<file path="config.mk">
export PLATFORM = sky130hd
export DESIGN_NAME = fwd_hazard_scoreboard_flat
export DESIGN_NICKNAME = d
export VERILOG_FILES = /design/src/rtl/fwd_hazard_scoreboard_pkg.sv /design/src/rtl/fwd_hazard_scoreboard_if.sv /design/src/rtl/fwd_hazard_scoreboard_fwd_src_select.sv /design/src/rtl/fwd_hazard_scoreboard.sv /design/src/flat_wrapper.sv
export SDC_FILE = /design/constraint.sdc
export NUM_CORES = 1
export LEC_CHECK = 0
export CAP_MARGIN = 10
export CORE_ASPECT_RATIO = 1.25
export CORE_UTILIZATION = 29
export CTS_CLUSTER_DIAMETER = 60
export CTS_CLUSTER_SIZE = 20
export DETAILED_ROUTE_END_ITERATION = 8
export SLEW_MARGIN = 20
export SYNTH_ARGS = -nofsm -noshare
export SYNTH_HDL_FRONTEND = slang
export SYNTH_SLANG_ARGS = --single-unit
</file>
<file path="constraint.sdc">
create_clock -name clk -period 1.88 [get_ports clk]
set_clock_uncertainty 0.1 [all_clocks]
set_input_delay 0.376 -clock clk [delete_from_list [all_inputs] [get_ports clk]]
set_output_delay 0.376 -clock clk [all_outputs]
set_load 0.02 [all_outputs]
</file>
<file path="src/rtl/fwd_hazard_scoreboard_pkg.sv">
`default_nettype none
// ============================================================================
// Module   : lc3b_types (package)
// Purpose  : Shared types for the LC-3b forwarding / hazard scoreboard.
//            fwd_sel_t    - EX operand forward select encoding
//            shadow_tag_t - per-stage destination tag {vld, wr, load, dest}
//            tag_match()  - producer/consumer match for one source operand
// Revision : 1.0 - initial release
// ============================================================================
package lc3b_types;

  localparam int LC3B_REG_W = 3;

  // NONE: regfile, MEM: EX/MEM ALU result, WB: MEM/WB value (incl. load data),
  // WBL: value written last cycle, held in the datapath late register.
  typedef enum logic [1:0] {
    FWD_NONE = 2'b00,
    FWD_MEM  = 2'b01,
    FWD_WB   = 2'b10,
    FWD_WBL  = 2'b11
  } fwd_sel_t;

  typedef struct packed {
    logic                  vld;
    logic                  wr;
    logic                  load;
    logic [LC3B_REG_W-1:0] dest;
  } shadow_tag_t;

  // Register 0 is an ordinary register here; no zero-register exception.
  function automatic logic tag_match(input shadow_tag_t           tag,
                                     input logic                  use_src,
                                     input logic [LC3B_REG_W-1:0] src);
    return tag.vld && tag.wr && use_src && (tag.dest == src);
  endfunction

endpackage
`default_nettype wire

</file>
<file path="src/rtl/fwd_hazard_scoreboard_if.sv">
`default_nettype none
// ============================================================================
// Module   : fwd_hazard_scoreboard_if
// Purpose  : Bundle of ID-side request, pipeline control and scoreboard
//            results exchanged between the ID/EX datapath and the scoreboard.
// Modports : master - datapath side (drives id_*, mem_wait, flush)
//            slave  - scoreboard side (drives stall, ex_fwd_sel, valids, cnts)
// Revision : 1.0 - initial release
// ============================================================================
interface fwd_hazard_scoreboard_if #(
  parameter int REG_W   = 3,
  parameter int NUM_SRC = 2,
  parameter int CNT_W   = 16
);
  logic                     id_valid;
  logic                     id_regfile_write;
  logic                     id_load_inst;
  logic [REG_W-1:0]         id_dest;
  logic [NUM_SRC-1:0]       id_uses_src;
  logic [NUM_SRC*REG_W-1:0] id_src;
  logic                     mem_wait;
  logic                     flush;
  logic                     stall;
  logic [2*NUM_SRC-1:0]     ex_fwd_sel;
  logic                     ex_valid;
  logic                     mem_valid;
  logic                     wb_valid;
  logic [CNT_W-1:0]         load_use_cnt;
  logic [CNT_W-1:0]         mem_wait_cnt;

  modport master (
    output id_valid, id_regfile_write, id_load_inst, id_dest, id_uses_src,
           id_src, mem_wait, flush,
    input  stall, ex_fwd_sel, ex_valid, mem_valid, wb_valid, load_use_cnt,
           mem_wait_cnt
  );

  modport slave (
    input  id_valid, id_regfile_write, id_load_inst, id_dest, id_uses_src,
           id_src, mem_wait, flush,
    output stall, ex_fwd_sel, ex_valid, mem_valid, wb_valid, load_use_cnt,
           mem_wait_cnt
  );
endinterface
`default_nettype wire

</file>
<file path="src/rtl/fwd_hazard_scoreboard_fwd_src_select.sv">
`default_nettype none
// ============================================================================
// Module   : fwd_src_select
// Purpose  : Per-source forward resolution against the shadow EX/MEM/WB tags.
//            Youngest non-load producer wins (EX->MEM, MEM->WB, WB->WBL).
// Ports    : ex_tag/mem_tag/wb_tag - pre-advance shadow stage tags
//            use_src, src          - consumer source use flag and index
//            sel                   - resolved fwd_sel_t
//            load_hit              - source depends on a load sitting in EX
// Revision : 1.0 - initial release
// ============================================================================
module fwd_src_select
  import lc3b_types::*;
(
  input  shadow_tag_t           ex_tag,
  input  shadow_tag_t           mem_tag,
  input  shadow_tag_t           wb_tag,
  input  logic                  use_src,
  input  logic [LC3B_REG_W-1:0] src,
  output fwd_sel_t              sel,
  output logic                  load_hit
);

  logic ex_hit;
  logic mem_hit;
  logic wb_hit;
  logic unused_load_bits;

  assign ex_hit   = tag_match(ex_tag,  use_src, src);
  assign mem_hit  = tag_match(mem_tag, use_src, src);
  assign wb_hit   = tag_match(wb_tag,  use_src, src);
  assign load_hit = ex_hit && ex_tag.load;

  // By MEM/WB a load's data is available, so only the EX load flag matters.
  assign unused_load_bits = mem_tag.load ^ wb_tag.load;

  always_comb begin
    sel = FWD_NONE;
    if (ex_hit && !ex_tag.load) begin
      sel = FWD_MEM;
    end else if (mem_hit) begin
      sel = FWD_WB;
    end else if (wb_hit) begin
      sel = FWD_WBL;
    end
  end

endmodule
`default_nettype wire

</file>
<file path="src/rtl/fwd_hazard_scoreboard.sv">
`default_nettype none
// ============================================================================
// Module   : fwd_hazard_scoreboard
// Purpose  : LC-3b forwarding and hazard unit. Tracks destination tags in a
//            shadow EX/MEM/WB pipeline, resolves forwarding at issue and
//            presents registered per-source selects while the instruction is
//            in EX. Generates load-use stalls, freezes on mem_wait, and kills
//            the instruction entering EX on flush.
// Ports    : clk, rst_n (async active-low)
//            bus (slave) - id_* request, mem_wait, flush in;
//                          stall, ex_fwd_sel, stage valids, counters out
// Options  : FWD_PERF_CNT_EN - enables saturating load_use_cnt/mem_wait_cnt;
//            when undefined both counters read 0 and have no flops.
// Revision : 1.0 - initial release
// ============================================================================
module fwd_hazard_scoreboard
  import lc3b_types::*;
#(
  parameter int REG_W   = 3,   // must equal LC3B_REG_W (shadow tag width)
  parameter int NUM_SRC = 2,
  parameter int CNT_W   = 16
) (
  input  logic                    clk,
  input  logic                    rst_n,
  fwd_hazard_scoreboard_if.slave  bus
);

  shadow_tag_t          ex_q,  ex_d;
  shadow_tag_t          mem_q, mem_d;
  shadow_tag_t          wb_q,  wb_d;
  logic [2*NUM_SRC-1:0] fwd_sel_q, fwd_sel_d;

  fwd_sel_t             src_sel [NUM_SRC];
  logic [NUM_SRC-1:0]   src_load_hit;
  logic                 load_use;
  logic                 advance;
  logic                 issue;

  generate
    for (genvar s = 0; s < NUM_SRC; s++) begin : g_src
      fwd_src_select u_fwd_src_select (
        .ex_tag   (ex_q),
        .mem_tag  (mem_q),
        .wb_tag   (wb_q),
        .use_src  (bus.id_uses_src[s]),
        .src      (bus.id_src[s*REG_W +: REG_W]),
        .sel      (src_sel[s]),
        .load_hit (src_load_hit[s])
      );
    end
  endgenerate

  assign load_use = bus.id_valid && (|src_load_hit);
  assign advance  = !bus.mem_wait;
  assign issue    = bus.id_valid && !load_use && !bus.flush;

  always_comb begin
    ex_d      = ex_q;
    mem_d     = mem_q;
    wb_d      = wb_q;
    fwd_sel_d = fwd_sel_q;
    if (advance) begin
      wb_d  = mem_q;
      mem_d = ex_q;
      ex_d  = '{vld: issue, wr: bus.id_regfile_write,
                load: bus.id_load_inst, dest: bus.id_dest};
      for (int s = 0; s < NUM_SRC; s++) begin
        fwd_sel_d[2*s +: 2] = issue ? src_sel[s] : FWD_NONE;
      end
    end else if (bus.flush) begin
      // Frozen pipeline, but the instruction entering EX is still killed.
      ex_d.vld  = 1'b0;
      fwd_sel_d = '0;
    end
  end

  always_ff @(posedge clk or negedge rst_n) begin
    if (!rst_n) begin
      ex_q      <= '0;
      mem_q     <= '0;
      wb_q      <= '0;
      fwd_sel_q <= '0;
    end else begin
      ex_q      <= ex_d;
      mem_q     <= mem_d;
      wb_q      <= wb_d;
      fwd_sel_q <= fwd_sel_d;
    end
  end

  assign bus.stall      = load_use || bus.mem_wait;
  assign bus.ex_fwd_sel = fwd_sel_q;
  assign bus.ex_valid   = ex_q.vld;
  assign bus.mem_valid  = mem_q.vld;
  assign bus.wb_valid   = wb_q.vld;

`ifdef FWD_PERF_CNT_EN
  logic [CNT_W-1:0] load_use_cnt_q, load_use_cnt_d;
  logic [CNT_W-1:0] mem_wait_cnt_q, mem_wait_cnt_d;

  // Both counters saturate at all-ones.
  always_comb begin
    load_use_cnt_d = load_use_cnt_q;
    mem_wait_cnt_d = mem_wait_cnt_q;
    if (load_use && advance && (load_use_cnt_q != '1)) begin
      load_use_cnt_d = load_use_cnt_q + 1'b1;
    end
    if (bus.mem_wait && (mem_wait_cnt_q != '1)) begin
      mem_wait_cnt_d = mem_wait_cnt_q + 1'b1;
    end
  end

  always_ff @(posedge clk or negedge rst_n) begin
    if (!rst_n) begin
      load_use_cnt_q <= '0;
      mem_wait_cnt_q <= '0;
    end else begin
      load_use_cnt_q <= load_use_cnt_d;
      mem_wait_cnt_q <= mem_wait_cnt_d;
    end
  end

  assign bus.load_use_cnt = load_use_cnt_q;
  assign bus.mem_wait_cnt = mem_wait_cnt_q;
`else
  assign bus.load_use_cnt = '0;
  assign bus.mem_wait_cnt = '0;
`endif

endmodule
`default_nettype wire

</file>
<file path="src/flat_wrapper.sv">
// flat-port wrapper written by rule: the top's interface ports become plain ports
module fwd_hazard_scoreboard_flat import lc3b_types::*;
#(
  parameter int REG_W   = 3,                                              
  parameter int NUM_SRC = 2,
  parameter int CNT_W   = 16
)
  (clk, rst_n, bus_id_valid, bus_id_regfile_write, bus_id_load_inst, bus_id_dest, bus_id_uses_src, bus_id_src, bus_mem_wait, bus_flush, bus_stall, bus_ex_fwd_sel, bus_ex_valid, bus_mem_valid, bus_wb_valid, bus_load_use_cnt, bus_mem_wait_cnt);
  fwd_hazard_scoreboard_if #(.REG_W(REG_W), .NUM_SRC(NUM_SRC), .CNT_W(CNT_W)) bus_i ();
  input  logic clk;
  input  logic rst_n;
  input wire logic [$bits(bus_i.id_valid)-1:0] bus_id_valid;
  input wire logic [$bits(bus_i.id_regfile_write)-1:0] bus_id_regfile_write;
  input wire logic [$bits(bus_i.id_load_inst)-1:0] bus_id_load_inst;
  input wire logic [$bits(bus_i.id_dest)-1:0] bus_id_dest;
  input wire logic [$bits(bus_i.id_uses_src)-1:0] bus_id_uses_src;
  input wire logic [$bits(bus_i.id_src)-1:0] bus_id_src;
  input wire logic [$bits(bus_i.mem_wait)-1:0] bus_mem_wait;
  input wire logic [$bits(bus_i.flush)-1:0] bus_flush;
  output wire logic [$bits(bus_i.stall)-1:0] bus_stall;
  output wire logic [$bits(bus_i.ex_fwd_sel)-1:0] bus_ex_fwd_sel;
  output wire logic [$bits(bus_i.ex_valid)-1:0] bus_ex_valid;
  output wire logic [$bits(bus_i.mem_valid)-1:0] bus_mem_valid;
  output wire logic [$bits(bus_i.wb_valid)-1:0] bus_wb_valid;
  output wire logic [$bits(bus_i.load_use_cnt)-1:0] bus_load_use_cnt;
  output wire logic [$bits(bus_i.mem_wait_cnt)-1:0] bus_mem_wait_cnt;
  assign bus_i.id_valid = bus_id_valid;
  assign bus_i.id_regfile_write = bus_id_regfile_write;
  assign bus_i.id_load_inst = bus_id_load_inst;
  assign bus_i.id_dest = bus_id_dest;
  assign bus_i.id_uses_src = bus_id_uses_src;
  assign bus_i.id_src = bus_id_src;
  assign bus_i.mem_wait = bus_mem_wait;
  assign bus_i.flush = bus_flush;
  assign bus_stall = bus_i.stall;
  assign bus_ex_fwd_sel = bus_i.ex_fwd_sel;
  assign bus_ex_valid = bus_i.ex_valid;
  assign bus_mem_valid = bus_i.mem_valid;
  assign bus_wb_valid = bus_i.wb_valid;
  assign bus_load_use_cnt = bus_i.load_use_cnt;
  assign bus_mem_wait_cnt = bus_i.mem_wait_cnt;
  fwd_hazard_scoreboard #(.REG_W(REG_W), .NUM_SRC(NUM_SRC), .CNT_W(CNT_W)) u_core (.clk(clk), .rst_n(rst_n), .bus(bus_i));
endmodule
</file>
==> results.md <==
- The critical path arrival is 1660 ps.
- The number of failing hold endpoints at the final stage is 0.
- The H-tree depth reported by CTS is 1.
- The worst setup path is launched from an input pin.
- The end point of the critical path is bus_stall.
- In the global route stage, overall resource usage came out at 11.0%.
- The clock latency of the later-clocked register in the worst-skew pair is 260 ps.
- Along the worst path, the maximum fanout reaches 2.
- The count of nets left with antenna violations once routing finished came out at 0.
- The clock tree from TritonCTS is done.
- The post-synthesis cell count is 122.
- The worst register-to-register path ends at u_core.bus.ex_fwd_sel[1]$_DFFE_PN0P_.
- The worst setup path is captured at a primary output.
- The worst endpoint required time is 1400 ps.
- Setup violations remaining at the end of the flow were counted as 1.
- The final HPWL from detailed placement is 2.05 mm.
- At the placement stage, the worst setup path has a slack of -844 ps.
- The library cells used most frequently in the layout, excluding fill and tap cells, are 32 x conb_1, 20 x dfrtp_1, 19 x buf_4.
- Final hold analysis gives a worst-case slack of 352 ps.
- Setup slack on the critical path of the routed design comes to -252 ps.
- The cell chosen for the clock root is clkbuf_8.
- Counting flops and latches in the post-synthesis netlist gives 20.
- The final antenna diode count is 0.
- The checks that failed: negative setup slack.
- In this run the static leakage power is 0.000795 uW.
- For this run the aggregate overflow at the end of global routing stands at 0.
- The region available for standard cell placement spans 4390 um^2.
- The final critical path takes up 113% of the cycle.
- The area growth from synthesis to final layout is 29.6%.
- The final route contains 903 vias.
- The finished cells cover 1700 um^2.
- The total number of placement rows is 27.
- Max-cap violations in this run came to 0.
- The power density over the cells is 651 nW/um^2.
- The netlist area before placement is 1310 um^2.
- Setup repair after global routing could not meet its margin everywhere.
- The synthesized area per cell is 10.8 um^2.
- The wire length per cell is 10.9 um.
- The placed instances occupy a cell area of 1650 um^2.
- After the last flow step, the layout net total stands at 186.
- The final-report max-slew violation count is 0.
- The count of unique library cells instantiated by Yosys is 25.
- Entering global routing, the biggest net connects 21 pins.
- The via count of the first global-routing pass was 895.
- Measured in cells, the most critical reg-to-reg path has a length of 6.
- The overall die height is 77.3 um.
- The buffer depth of the longest clock path is 2.
- The number of antenna violations at the first check in global routing is 0.
- The peak supply drop is 0.396 mV.
- The count of input and output buffers is 25.
- During I/O placement, the number of pins put on the boundary was 58.
- Clock tree synthesis found a total of 20 sinks.
- The class of the worst hold path is input pin to asynchronous set/reset pin.
- The sum of routed wire length over all layers is 2.45 mm.
- The launch point of the critical path is bus_id_uses_src[1].
- In the routed design, unresolved DRC markers number 0.
- Yosys printed 0 warnings.
- The initial utilization of the core area, before any placement, comes to 29.9%.
- Subtracting the final worst setup slack from the clock period gives 2130 ps.
- The count of routing violations after the opening detailed-route iteration is 5.
- After detailed routing, the number of vias per cell comes to 4.03.
- The proportion of synthesized chip area in sequential cells is 38.1%.
- The end-of-flow core utilization is 38.8%.
- Of the cells placed in the final design, the portion with a size suffix greater than 1 is 27.1%.
- The flop-to-flop setup slack is 180 ps.
- The commonest non-fill, non-tap cell in the layout is conb_1.
- The worst setup path category is input pin to primary output.
- The number of buffers added by the clock tree synthesis step is 3.
- For this run, the top clock speed supported by timing is 469 MHz.
- The flow ran to the end, but the final reports show violations.
- The first TritonRoute pass finished after 2 iterations.
- The first-pass GRT wire length is 4.10 mm.
- The horizontal die dimension is 62.2 um.
- The congestion estimate from routability-driven global placement came to 0.798.
- The floorplan step defined a die boundary enclosing 4800 um^2.
- The startpoint of the lowest-slack register-to-register path is u_core.ex_q[0]$_DFFE_PN0N_.
- After clock tree synthesis, the clock-pin slew on the worst setup and hold paths is 70 ps.
[registers in the layout, summed over array words and instances, names as in the netlist]
name and cells:
u_core.mem_q 4, u_core.wb_q 4, u_core.ex_q 5, u_core.bus.ex_fwd_sel 4, u_core.bus.ex_valid 1, u_core.bus.mem_valid 1, u_core.bus.wb_valid 1
[final cells by class]
class,instances,area [um^2]
clock buffers,3,41.3
repair buffers,44,389
inverters,1,3.75
fillers,470,2690
multi-input cells,98,696
well taps,58,72.6
flip-flops and latches,20,500
[worst max-delay path, stage by stage]
cell and delay [ps]:
clkdlybuf4s50_1 480, nand3_1 90, nor4_2 300, o21a_1 170
a21o_1 130, buf_6 110
[power by group]
| group | leakage (uW) | switching [uW] | internal [uW] |
|---|---|---|---|
| clock | 0.0000216 | 134 | 143 |
| sequential | 0.000248 | 50.3 | 477 |
| combinational | 0.000525 | 166 | 138 |
| total | 0.000795 | 351 | 757 |
[worst min-delay path by stage]
stage / startpoint / end / slack [ps] / cells after the start
after CTS: rst_n / u_core.ex_q[1]$_DFFE_PN0N_ / 360 / 2
after global placement: u_core.bus.ex_fwd_sel[3]$_DFFE_PN0P_ / u_core.bus.ex_fwd_sel[3]$_DFFE_PN0P_ / 370 / 2
after detailed placement: u_core.bus.ex_fwd_sel[2]$_DFFE_PN0P_ / u_core.bus.ex_fwd_sel[2]$_DFFE_PN0P_ / 370 / 2
final: rst_n / u_core.ex_q[1]$_DFFE_PN0N_ / 350 / 2
after floorplan: rst_n / u_core.bus.ex_fwd_sel[0]$_DFFE_PN0P_ / -20 / 0
after global routing: rst_n / u_core.bus.ex_fwd_sel[2]$_DFFE_PN0P_ / 380 / 2
[per-layer routing]
metal / vias to the layer above / global-route usage [%] / wire (um)
li1: 440 / - / -
met1: 419 / 11.0 / 896
met4: 0 / 5.58 / 48
met3: 5 / 2.08 / 113
met5: - / 0 / 0
met2: 39 / 21.3 / 1390
[cell families after synthesis]
family / after synthesis / share of synthesized area [%]
DFF: 20 / 38.1
buffers and inverters: 35 / 19.2
and+or+nand+nor: 23 / 11.2
AOI/OAI and AO/OA: 10 / 6.29
other: 1 / 0.285
xor gates and xnor gates: 18 / 12.0
muxes: 15 / 12.9
[cells in the mapped netlist]
cell type | instances | area, um^2
nor2b_4 | 1 | 13.8
nand3_1 | 6 | 30.0
inv_1 | 1 | 3.75
o2bb2ai_1 | 1 | 8.76
a22oi_1 | 2 | 15.0
dfrtp_1 | 20 | 500
nor2b_1 | 1 | 6.26
o31ai_1 | 3 | 22.5
buf_1 | 1 | 3.75
mux2_2 | 15 | 169
nand2_1 | 6 | 22.5
o41ai_2 | 1 | 16.3
o21a_1 | 1 | 7.51
nor2_1 | 1 | 3.75
nor4_1 | 4 | 25.0
xor2_1 | 18 | 158
and2_1 | 1 | 6.26
or4_1 | 1 | 7.51
nor4_4 | 1 | 21.3
or4_4 | 1 | 11.3
conb_1 | 1 | 3.75
a21o_1 | 1 | 7.51
buf_4 | 32 | 240
o21ai_0 | 1 | 5.00
buf_2 | 1 | 5.00
[metrics by stage]
step,power [uW],setup TNS (ps),cells
after floorplan,762,0,153
after global placement,829,-1890,220
after detailed placement,838,-1910,220
after CTS,1120,-270,224
after global routing,1170,-342,224
final,1110,-252,224
[repair_timing]
action / 4_1_cts / 5_1_grt
gates cloned: 0 / 0
setup buffers: 1 / 0
hold buffers: 0 / 0
endpoints found under the hold margin: 0 / 0
pin swaps: 6 / 3
gates resized for setup: 13 / 2
endpoints found under the setup margin: 2 / 3
No activity file was read; power rests on OpenSTA's default activity.
